`src/rtl/uart_frame_loader_pkg.sv`:
```
// Shared definitions for the UART frame loader: pixel/address widths,
// the RX state encoding and a helper for the bit-period divider.
package uart_frame_loader_pkg;

  localparam int unsigned PIX_W   = 12;
  localparam int unsigned ADDR_W  = 18;
  localparam int unsigned COORD_W = 9;

  typedef enum logic [1:0] {
    RX_IDLE  = 2'd0,
    RX_START = 2'd1,
    RX_DATA  = 2'd2,
    RX_STOP  = 2'd3
  } rx_state_t;

  function automatic int unsigned clks_per_bit(input int unsigned clk_hz,
                                               input int unsigned baud);
    return clk_hz / baud;
  endfunction

endpackage

```
`src/rtl/uart_frame_loader_rx.sv`:
```
// uart_rx_byte: 8N1 UART receiver with a 2-flop input synchronizer.
// Ports:
//   clk, rst       clock, asynchronous active-high reset
//   i_rx           raw serial input (idle high)
//   o_byte         received byte, valid with o_byte_valid
//   o_byte_valid   one-cycle pulse when a byte with a good stop bit arrives
//   o_rx_err       one-cycle pulse when the stop bit is sampled low
//   o_start        one-cycle pulse when a start bit is confirmed at mid-bit
//   o_rx_sync      synchronized line level
module uart_rx_byte
  import uart_frame_loader_pkg::*;
#(
  parameter int unsigned CLKS_PER_BIT = 8
) (
  input  logic       clk,
  input  logic       rst,
  input  logic       i_rx,
  output logic [7:0] o_byte,
  output logic       o_byte_valid,
  output logic       o_rx_err,
  output logic       o_start,
  output logic       o_rx_sync
);

  localparam int unsigned CNT_W = (CLKS_PER_BIT > 2) ? $clog2(CLKS_PER_BIT) : 1;
  localparam logic [CNT_W-1:0] HALF_M1 = CNT_W'(CLKS_PER_BIT / 2 - 1);
  localparam logic [CNT_W-1:0] FULL_M1 = CNT_W'(CLKS_PER_BIT - 1);

  rx_state_t        r_state;
  logic             r_sync1;
  logic             r_sync2;
  logic             r_rx_d;
  logic [CNT_W-1:0] r_cnt;
  logic [2:0]       r_bit_idx;
  logic [7:0]       r_shift;
  logic             r_err_wait;

  assign o_rx_sync = r_sync2;

  always_ff @(posedge clk or posedge rst) begin
    if (rst) begin
      r_state      <= RX_IDLE;
      r_sync1      <= 1'b1;
      r_sync2      <= 1'b1;
      r_rx_d       <= 1'b1;
      r_cnt        <= '0;
      r_bit_idx    <= '0;
      r_shift      <= '0;
      r_err_wait   <= 1'b0;
      o_byte       <= '0;
      o_byte_valid <= 1'b0;
      o_rx_err     <= 1'b0;
      o_start      <= 1'b0;
    end else begin
      r_sync1      <= i_rx;
      r_sync2      <= r_sync1;
      r_rx_d       <= r_sync2;
      o_byte_valid <= 1'b0;
      o_rx_err     <= 1'b0;
      o_start      <= 1'b0;
      unique case (r_state)
        RX_IDLE: begin
          r_cnt      <= '0;
          r_bit_idx  <= '0;
          r_err_wait <= 1'b0;
          if (r_rx_d && !r_sync2) r_state <= RX_START;
        end
        RX_START: begin
          if (r_cnt == HALF_M1) begin
            r_cnt <= '0;
            if (!r_sync2) begin
              r_state <= RX_DATA;
              o_start <= 1'b1;
            end else begin
              r_state <= RX_IDLE;
            end
          end else begin
            r_cnt <= r_cnt + 1'b1;
          end
        end
        RX_DATA: begin
          if (r_cnt == FULL_M1) begin
            r_cnt     <= '0;
            r_shift   <= {r_sync2, r_shift[7:1]};
            r_bit_idx <= r_bit_idx + 1'b1;
            if (r_bit_idx == 3'd7) r_state <= RX_STOP;
          end else begin
            r_cnt <= r_cnt + 1'b1;
          end
        end
        RX_STOP: begin
          // After a framing error, stay here until the line returns high so
          // the low stop bit is not mistaken for the next start edge.
          if (r_err_wait) begin
            if (r_sync2) r_state <= RX_IDLE;
          end else if (r_cnt == FULL_M1) begin
            r_cnt <= '0;
            if (r_sync2) begin
              o_byte       <= r_shift;
              o_byte_valid <= 1'b1;
              r_state      <= RX_IDLE;
            end else begin
              o_rx_err   <= 1'b1;
              r_err_wait <= 1'b1;
            end
          end else begin
            r_cnt <= r_cnt + 1'b1;
          end
        end
        default: r_state <= RX_IDLE;
      endcase
    end
  end

endmodule

```
`src/rtl/uart_frame_loader.sv`:
```
// uart_frame_loader: receives a 12-bit RGB image over UART, packs byte pairs
// into pixels and writes them to BRAM port B at {row, col}.
// Ports:
//   clk, rst     pixel clock, asynchronous active-high reset
//   rx           UART serial input (idle high)
//   wea          one-cycle write enable per pixel
//   addrb        write address {row[8:0], col[8:0]}
//   dinb         pixel {R, G, B}
//   frame_done   one-cycle pulse after the last pixel of a frame
//   rx_err       one-cycle pulse on framing error
//   busy         high from the first start bit of a frame until frame end or idle re-sync
module uart_frame_loader
  import uart_frame_loader_pkg::*;
#(
  parameter int unsigned CLK_HZ    = 25_000_000,
  parameter int unsigned BAUD      = 115_200,
  parameter int unsigned IMG_W     = 320,
  parameter int unsigned IMG_H     = 240,
  parameter int unsigned IDLE_BITS = 32
) (
  input  logic              clk,
  input  logic              rst,
  input  logic              rx,
  output logic              wea,
  output logic [ADDR_W-1:0] addrb,
  output logic [PIX_W-1:0]  dinb,
  output logic              frame_done,
  output logic              rx_err,
  output logic              busy
);

  localparam int unsigned CPB       = clks_per_bit(CLK_HZ, BAUD);
  localparam logic [31:0] IDLE_M1   = 32'(IDLE_BITS * CPB - 1);
  localparam logic [COORD_W-1:0] COL_LAST = COORD_W'(IMG_W - 1);
  localparam logic [COORD_W-1:0] ROW_LAST = COORD_W'(IMG_H - 1);

  logic [7:0]         w_byte;
  logic               w_byte_valid;
  logic               w_rx_err;
  logic               w_start;
  logic               w_rx_sync;
  logic               w_idle_hit;

  logic               r_phase;
  logic [3:0]         r_red;
  logic [COORD_W-1:0] r_row;
  logic [COORD_W-1:0] r_col;
  logic               r_last;
  logic [31:0]        r_idle_cnt;

  uart_rx_byte #(.CLKS_PER_BIT(CPB)) u_rx (
    .clk          (clk),
    .rst          (rst),
    .i_rx         (rx),
    .o_byte       (w_byte),
    .o_byte_valid (w_byte_valid),
    .o_rx_err     (w_rx_err),
    .o_start      (w_start),
    .o_rx_sync    (w_rx_sync)
  );

  assign rx_err = w_rx_err;

  always_comb begin
    w_idle_hit = w_rx_sync && (busy || r_phase) && (r_idle_cnt == IDLE_M1)
                 && !w_byte_valid && !w_rx_err;
  end

  always_ff @(posedge clk or posedge rst) begin
    if (rst) begin
      wea        <= 1'b0;
      addrb      <= '0;
      dinb       <= '0;
      frame_done <= 1'b0;
      busy       <= 1'b0;
      r_phase    <= 1'b0;
      r_red      <= '0;
      r_row      <= '0;
      r_col      <= '0;
      r_last     <= 1'b0;
      r_idle_cnt <= '0;
    end else begin
      wea        <= 1'b0;
      r_last     <= 1'b0;
      frame_done <= r_last;

      // Timer only runs while something is pending; any low level restarts it.
      if (!w_rx_sync || !(busy || r_phase) || w_idle_hit) r_idle_cnt <= '0;
      else                                                r_idle_cnt <= r_idle_cnt + 1'b1;

      // A confirmed start bit wins over a frame end in the same cycle.
      if (w_start)                   busy <= 1'b1;
      else if (r_last || w_idle_hit) busy <= 1'b0;

      if (w_rx_err) begin
        r_phase <= 1'b0;
      end else if (w_byte_valid) begin
        if (!r_phase) begin
          r_red   <= w_byte[3:0];
          r_phase <= 1'b1;
        end else begin
          r_phase <= 1'b0;
          wea     <= 1'b1;
          addrb   <= {r_row, r_col};
          dinb    <= {r_red, w_byte};
          if (r_col == COL_LAST) begin
            r_col <= '0;
            if (r_row == ROW_LAST) begin
              r_row  <= '0;
              r_last <= 1'b1;
            end else begin
              r_row <= r_row + 1'b1;
            end
          end else begin
            r_col <= r_col + 1'b1;
          end
        end
      end else if (w_idle_hit) begin
        r_phase <= 1'b0;
        r_row   <= '0;
        r_col   <= '0;
      end
    end
  end

endmodule

```
`config.mk`:
```
export PLATFORM = sky130hd
export DESIGN_NAME = uart_frame_loader
export DESIGN_NICKNAME = d
export VERILOG_FILES = /design/src/rtl/uart_frame_loader_pkg.sv /design/src/rtl/uart_frame_loader_rx.sv /design/src/rtl/uart_frame_loader.sv
export SDC_FILE = /design/constraint.sdc
export NUM_CORES = 1
export LEC_CHECK = 0
export BUFFER_PORTS_ARGS = -buffer_cell sky130_fd_sc_hd__buf_2
export CORE_ASPECT_RATIO = 1.5
export CORE_MARGIN = 2
export CORE_UTILIZATION = 55
export CTS_CLUSTER_SIZE = 10
export DETAILED_ROUTE_END_ITERATION = 10
export GPL_TIMING_DRIVEN = 0
export PLACE_DENSITY = 0.76
export SYNTH_ARGS = -nofsm -noshare
export SYNTH_HDL_FRONTEND = slang
export SYNTH_SLANG_ARGS = --single-unit
```
`constraint.sdc`:
```
create_clock -name clk -period 3.7 [get_ports clk]
set_input_delay 0.37 -clock clk [delete_from_list [all_inputs] [get_ports clk]]
set_output_delay 0.37 -clock clk [all_outputs]
set_load 0.02 [all_outputs]
```
* After elaboration in Yosys (flattened, before gate mapping) *
Index checks and enable logic that the tools add are counted.

cells by class
  add/sub/neg operators = 5
  multiply operators = 0
  div/mod/pow operators = 0
  magnitude comparators = 0
  equality and inequality tests = 17
  shift operators = 0
  mux-type cells = 50
  bitwise logic cells = 3
  reductions and logical operators = 27

operator list
  operator                                                                  count
  9-bit 2-to-1 mux                                                          8
  32-bit by 1-bit adder with 32-bit output (second input constant)          1
  32-bit by 13-bit equality test with 1-bit output (second input constant)  1
  32-bit 2-to-1 mux                                                         1
  8-bit one-hot mux with 4 select lines                                     1
  1-bit 2-to-1 mux                                                          25
  8-bit 2-to-1 mux                                                          3
  9-bit by 1-bit adder with 9-bit output (second input constant)            2
  2-bit 2-to-1 mux                                                          8
  9-bit by 8-bit equality test with 1-bit output (second input constant)    1
  9-bit equality test (second input constant)                               1
  3-bit AND reduction                                                       3
  8-bit by 1-bit adder with 8-bit output (second input constant)            1
  8-bit by 7-bit equality test with 1-bit output (second input constant)    1
  8-bit equality test (second input constant)                               1
  2-bit by 1-bit inequality test with 1-bit output (second input constant)  4
  2-bit one-hot mux with 4 select lines                                     1
  4-bit AND reduction                                                       2
  2-bit nonzero test                                                        4
  2-bit inequality test (second input constant)                             3
  3-bit one-hot mux with 2 select lines                                     1
  1-bit logical AND                                                         5
  5-bit AND reduction                                                       1
  2-bit equality test (second input constant)                               2
  12 further kinds                                                          21

storage, ports and cells
  register bits after elaboration = 125
  latch bits = 0
  RAM bits = 0
  memory bits (read-only) = 0
  input port bits = 3
  logic and storage cells = 125
  memories kept = 0

* Depth between registers and ports, before layout *
  depth in word-level cells = 8
  gate-level depth with buffers = 8
  depth with buffers taken out = 7

* Cells and area by module *
Synthesis repeated with hierarchy kept, for this count alone.

unflattened totals
  cells, all modules = 580
  area, all modules = 5863.1 um^2

by module, submodules not included
  module             times used  cells each  area an instance (um^2)  sequential area each (um^2)
  uart_frame_loader  1           438         4085.2                   2227.1
  uart_rx_byte       1           142         1778.0                   904.6

* Worst setup path after synthesis *
No wires, ideal clock.

  kind = reg2reg
  from = register u_rx.r_cnt[0]
  to = register u_rx.o_byte[0]
  arrival = 1.591 ns
  required time = 3.575 ns
  path slack = 1.985 ns
  cell stages (with the launch flop) = 8
  clock period less this slack = 1.715 ns
  cells stage by stage = dfrtp_1 -> inv_1 -> ha_1 -> nand4b_2 -> nor2_4 -> and3_1 -> buf_4 -> mux2_2

on the way
  cells in the longest elaborated chain, start to end = 2

RTL lines
  item                           RTL line                     text
  from (decl)                    uart_frame_loader_rx.sv:33   logic [CNT_W-1:0] r_cnt;
  from (signal assigned)         uart_frame_loader_rx.sv:78   r_cnt <= r_cnt + 1'b1;
  from (signal assigned)         uart_frame_loader_rx.sv:88   r_cnt <= r_cnt + 1'b1;
  from (signal assigned)         uart_frame_loader_rx.sv:107  r_cnt <= r_cnt + 1'b1;
  8-bit equality test            uart_frame_loader_rx.sv:96   end else if (r_cnt == FULL_M1) begin
  4-bit AND reduction (no line)  -
  to (signal assigned)           uart_frame_loader_rx.sv:99   o_byte <= r_shift;
  to (decl)                      uart_frame_loader_rx.sv:18   output logic [7:0] o_byte,

Every way passes these cells.
A chain may end at the register's enable or synchronous reset.

* Worst setup path in the final report *
  from = register u_rx.r_sync2, in the netlist u_rx.o_rx_sync
  to = register r_col[1]

on the way
  cells in the longest elaborated chain, start to end = 6

RTL lines
  item                             RTL line                    text
  from (decl)                      uart_frame_loader_rx.sv:31  logic r_sync2;
  from (signal assigned)           uart_frame_loader_rx.sv:56  r_sync2 <= r_sync1;
  1-bit logical AND (2 in series)  uart_frame_loader.sv:65     w_idle_hit = w_rx_sync && (busy || r_phase) && (r_idle_cnt == IDLE_M1)
  1-bit logical AND (2 in series)  uart_frame_loader.sv:66     && !w_byte_valid && !w_rx_err;
  2-bit nonzero test (no line)     -
  3-bit AND reduction (no line)    -
  to (signal assigned)             uart_frame_loader.sv:115    r_col <= r_col + 1'b1;
  to (decl)                        uart_frame_loader.sv:47     logic [COORD_W-1:0] r_col;

Every way passes these cells.

==> results.tsv <==
stage	metric	value	unit
cells_and_area	# diodes	0	
critical_path	cells on worst reg2reg path	4	
die	Die Span X	88.50	µm
logic_synthesis	Post-Syn Area	0.005891	mm²
route	Detailed Routing Iterations Pass 1	4	
cells_and_area	register area	0.003132	mm²
timing	unrepaired setup endpoints after global routing	false	
timing	final hold viol count	0	
critical_path	Worst EP arrival	2.31	ns
place	dpl ws	1.699	ns
critical_path	CP max FO	7	
pwr	leakage	3.259	nW
cells_and_area	Area Overhead vs Synth	17.23	%
cts	postcts setup bufs	0	
critical_path	R2R Path Start	u_rx.o_rx_sync$_DFF_PP1_	
global_routing	initial antenna violation count	0	
place	Final GP Congestion	0.8390	
timing	Max Slew Vio Count	0	
logic_synthesis	FFs w/ async S/R, synth	1.000	
pwr	PwrDens	483.1	mW/mm²
status	status	complete, no violations	
route	met2 wire len	6.383	mm
critical_path	CP endpoint	r_col[1]$_DFFE_PP0P_	
place	detailed placer's ending HPWL	8.023	mm
flow_run	max-cap violation count	0	
critical_path	critical path class	flop to flop	
logic_synthesis	count of flip-flops with a built-in enable after synthesis	0	
cells_and_area	Final Instance Area	0.006905	mm²
cells_and_area	multi-input logic area	0.002576	mm²
timing	Setup TNS Final	0	ns
logic_synthesis	Synth top area share	0.5183	
logic_synthesis	post-synth cell types	70	
global_routing	largest net degree at the start of global routing	91	
cells_and_area	fillcell total	823	
route	met1 WL	4.834	mm
logic_synthesis	Synth warnings	0	
global_routing	GRT Total Usage	0.2275	
cells_and_area	# nets final	629	
global_routing	gr ovfl total	0	
critical_path	Worst R2R Setup Slack	1.64	ns
hold_path	min-delay worst type	input port to flop	
timing	Final setup viols	0	
timing	fmax	0.4864	GHz
pwr	Peak VDD IR	0.3716	mV
route	drt drc	0	
critical_path	FF-to-FF End	r_col[1]$_DFFE_PP0P_	
cts	clock buffer depth	2	
cts	H-tree depth	4	
route	WL/cell	15.34	µm
timing	Max transition margin	0.5171	
timing	setup ws final	1.644	ns
logic_synthesis	count of state elements after synthesis	125	
cells_and_area	commonest cells after routing, fill and taps aside	dfrtp_1, nand2_1, nor2_1	
route	Routed Antenna Nets	0	
critical_path	Setup crit start	u_rx.o_rx_sync$_DFF_PP1_	
route	vias per cell	5.434	
cells_and_area	ratio of cells with drive above 1 in the final layout	0.2150	
cts	Worst-Skew Late Latency	0.41	ns
route	Starting DRT DRC Count	282	
cts	Sink Count	125	
logic_synthesis	Synthesized Nets	572	
logic_synthesis	register area share after synthesis	0.5316	
timing	crit share post-route	0.5557	
die	die area	0.01157	mm²
timing	Max Clock Skew	0.007239	ns
logic_synthesis	Top FF cell, synth	dfrtp_1	
critical_path	worst endpoint required time	3.95	ns
timing	worst-margin pin slew	0.7184	ns
timing	crit path time final	2.056	ns
cts	number of CTS-inserted buffers	17	
place	placed cell area	0.006284	mm²
cells_and_area	commonest non-fill, non-tap cell in the layout	dfrtp_1	
route	met3 routed WL	417	µm
route	Top Layer Used	met4	
hold_path	startpoint of the worst hold path	rx	
logic_synthesis	area leader, netlist	dfrtp_1	
logic_synthesis	Mapped Avg Cell Area	10.56	µm²
cts	CTS tree	built	
die	I/O pin cnt	37	
global_routing	vias in the first global route	4246	
die	Starting Density	0.5593	
place	Post-Place Cells	739	
cells_and_area	Cell Count, Final, Fillers Out	772	
die	Die H	130.8	µm
global_routing	first-pass GRT wire length	20.33	mm
die	core area	0.01053	mm²
logic_synthesis	gate count after technology mapping	558	
die	row count	46	
place	Port Buffers	36	
route	Vias	4195	
route	routed wire length	11.84	mm
logic_synthesis	ranking of synthesized cells by area	dfrtp_1, nand2_1, xnor2_1, mux2_2, nor2_1	
cts	Root Buffer	clkbuf_16	
cts	Resized Gates After CTS	0	
critical_path	Critical Path End Type	flop	
cts	clock-pin transition on the worst setup and hold timing paths	0.05	ns
critical_path	Startpoint Class	flop	
flip-flops by register name (all words and copies together) (netlist names), 3 cells and up, named ones only:
| register | count |
|---|---|
| r_red | 4 |
| u_rx.r_bit_idx | 3 |
| u_rx.r_shift | 8 |
| r_idle_cnt | 32 |
| r_row | 9 |
| u_rx.o_byte | 8 |
| addrb | 18 |
| dinb | 12 |
| r_col | 9 |
| u_rx.r_cnt | 8 |
worst max-delay path: stages, from the launching register on:
cell	delay, ns
dfstp_2	0.60
o21a_1	0.23
nand4_1	0.22
nor4_2	0.72
a21oi_1	0.11
cell usage after synthesis, types with 2 or more instances:
cell / count
nor4_1: 6
dfrtp_1: 122
and4_1: 4
nor2b_1: 2
nand2b_1: 4
dfstp_2: 3
nand2_2: 2
buf_1: 3
ha_1: 11
a22o_1: 2
nand3_1: 21
and3_4: 2
nand3_4: 3
xnor2_1: 28
o21ai_0: 13
a21o_1: 2
a21oi_1: 9
nand2_1: 110
a31oi_1: 6
and3_2: 2
buf_4: 3
buf_6: 3
nor4_2: 10
mux2_2: 21
nand4_1: 11
nor2_1: 56
buf_2: 2
xor2_1: 12
and3_1: 9
o31ai_1: 2
nand4b_2: 2
nor3_1: 12
mux2i_1: 2
inv_1: 17
clkbuf_1: 5
o22ai_1: 2
stage by stage:
step | util | power [mW] | hold WS [ns]
final | 0.6556 | 3.336 | 0.05573
after global routing | 0.6556 | 3.470 | 0.03388
after CTS | 0.6556 | 3.369 | 0.04402
after detailed placement | 0.5966 | 1.646 | 0.3498
after global placement | 0.5935 | 1.634 | 0.3462
after floorplan | - | 1.593 | 0.3452
area by class of cell:
class | instances | share of cell area
repair buffers | 38 | 0.03153
clock buffers | 24 | 0.06831
flip-flops and latches | 125 | 0.4535
multi-input cells | 397 | 0.3731
clock inverters | 8 | 0.02029
inverters | 18 | 0.01051
plain buffers | 18 | 0.01667
well taps | 144 | 0.02609
layer usage:
layer	global-route usage	vias up
met4	0.07932	0
met1	0.2706	2077
met2	0.3874	56
met3	0.07161	23
met5	0	-
li1	-	2039
worst min-delay path by stage:
stage	to	cells after the start
2_1_floorplan	u_rx.o_rx_sync$_DFF_PP1_	0
3_3_place_gp	u_rx.o_rx_sync$_DFF_PP1_	0
3_5_place_dp	u_rx.o_rx_sync$_DFF_PP1_	0
4_1_cts	u_rx.r_sync1$_DFF_PP1_	1
5_1_grt	u_rx.r_sync1$_DFF_PP1_	1
6_report	u_rx.r_sync1$_DFF_PP1_	1
cell families (layout without fill, tap and decap cells):
family          count (synthesis)  after routing  synth area share
compound gates                 51             51           0.06139
xor+xnor                       40             40           0.05947
fa+ha+maj                      11             11           0.02336
buf+inv                        36            106           0.03101
flops                         125            125            0.5316
mux                            23             23           0.04354
simple gates                  272            272            0.2496
power breakdown:
group	internal (mW)	switching [mW]	total [mW]
clock network	1.16	0.557	1.71
logic	0.0772	0.134	0.211
registers	1.39	0.0222	1.41
timing repair:
action | 4_1_cts | 5_1_grt
hold buffers | 1 | 0
endpoints found under the setup margin | 0 | 0
endpoints found under the hold margin | 32 | 0
Power figures use the tool's default switching activity.
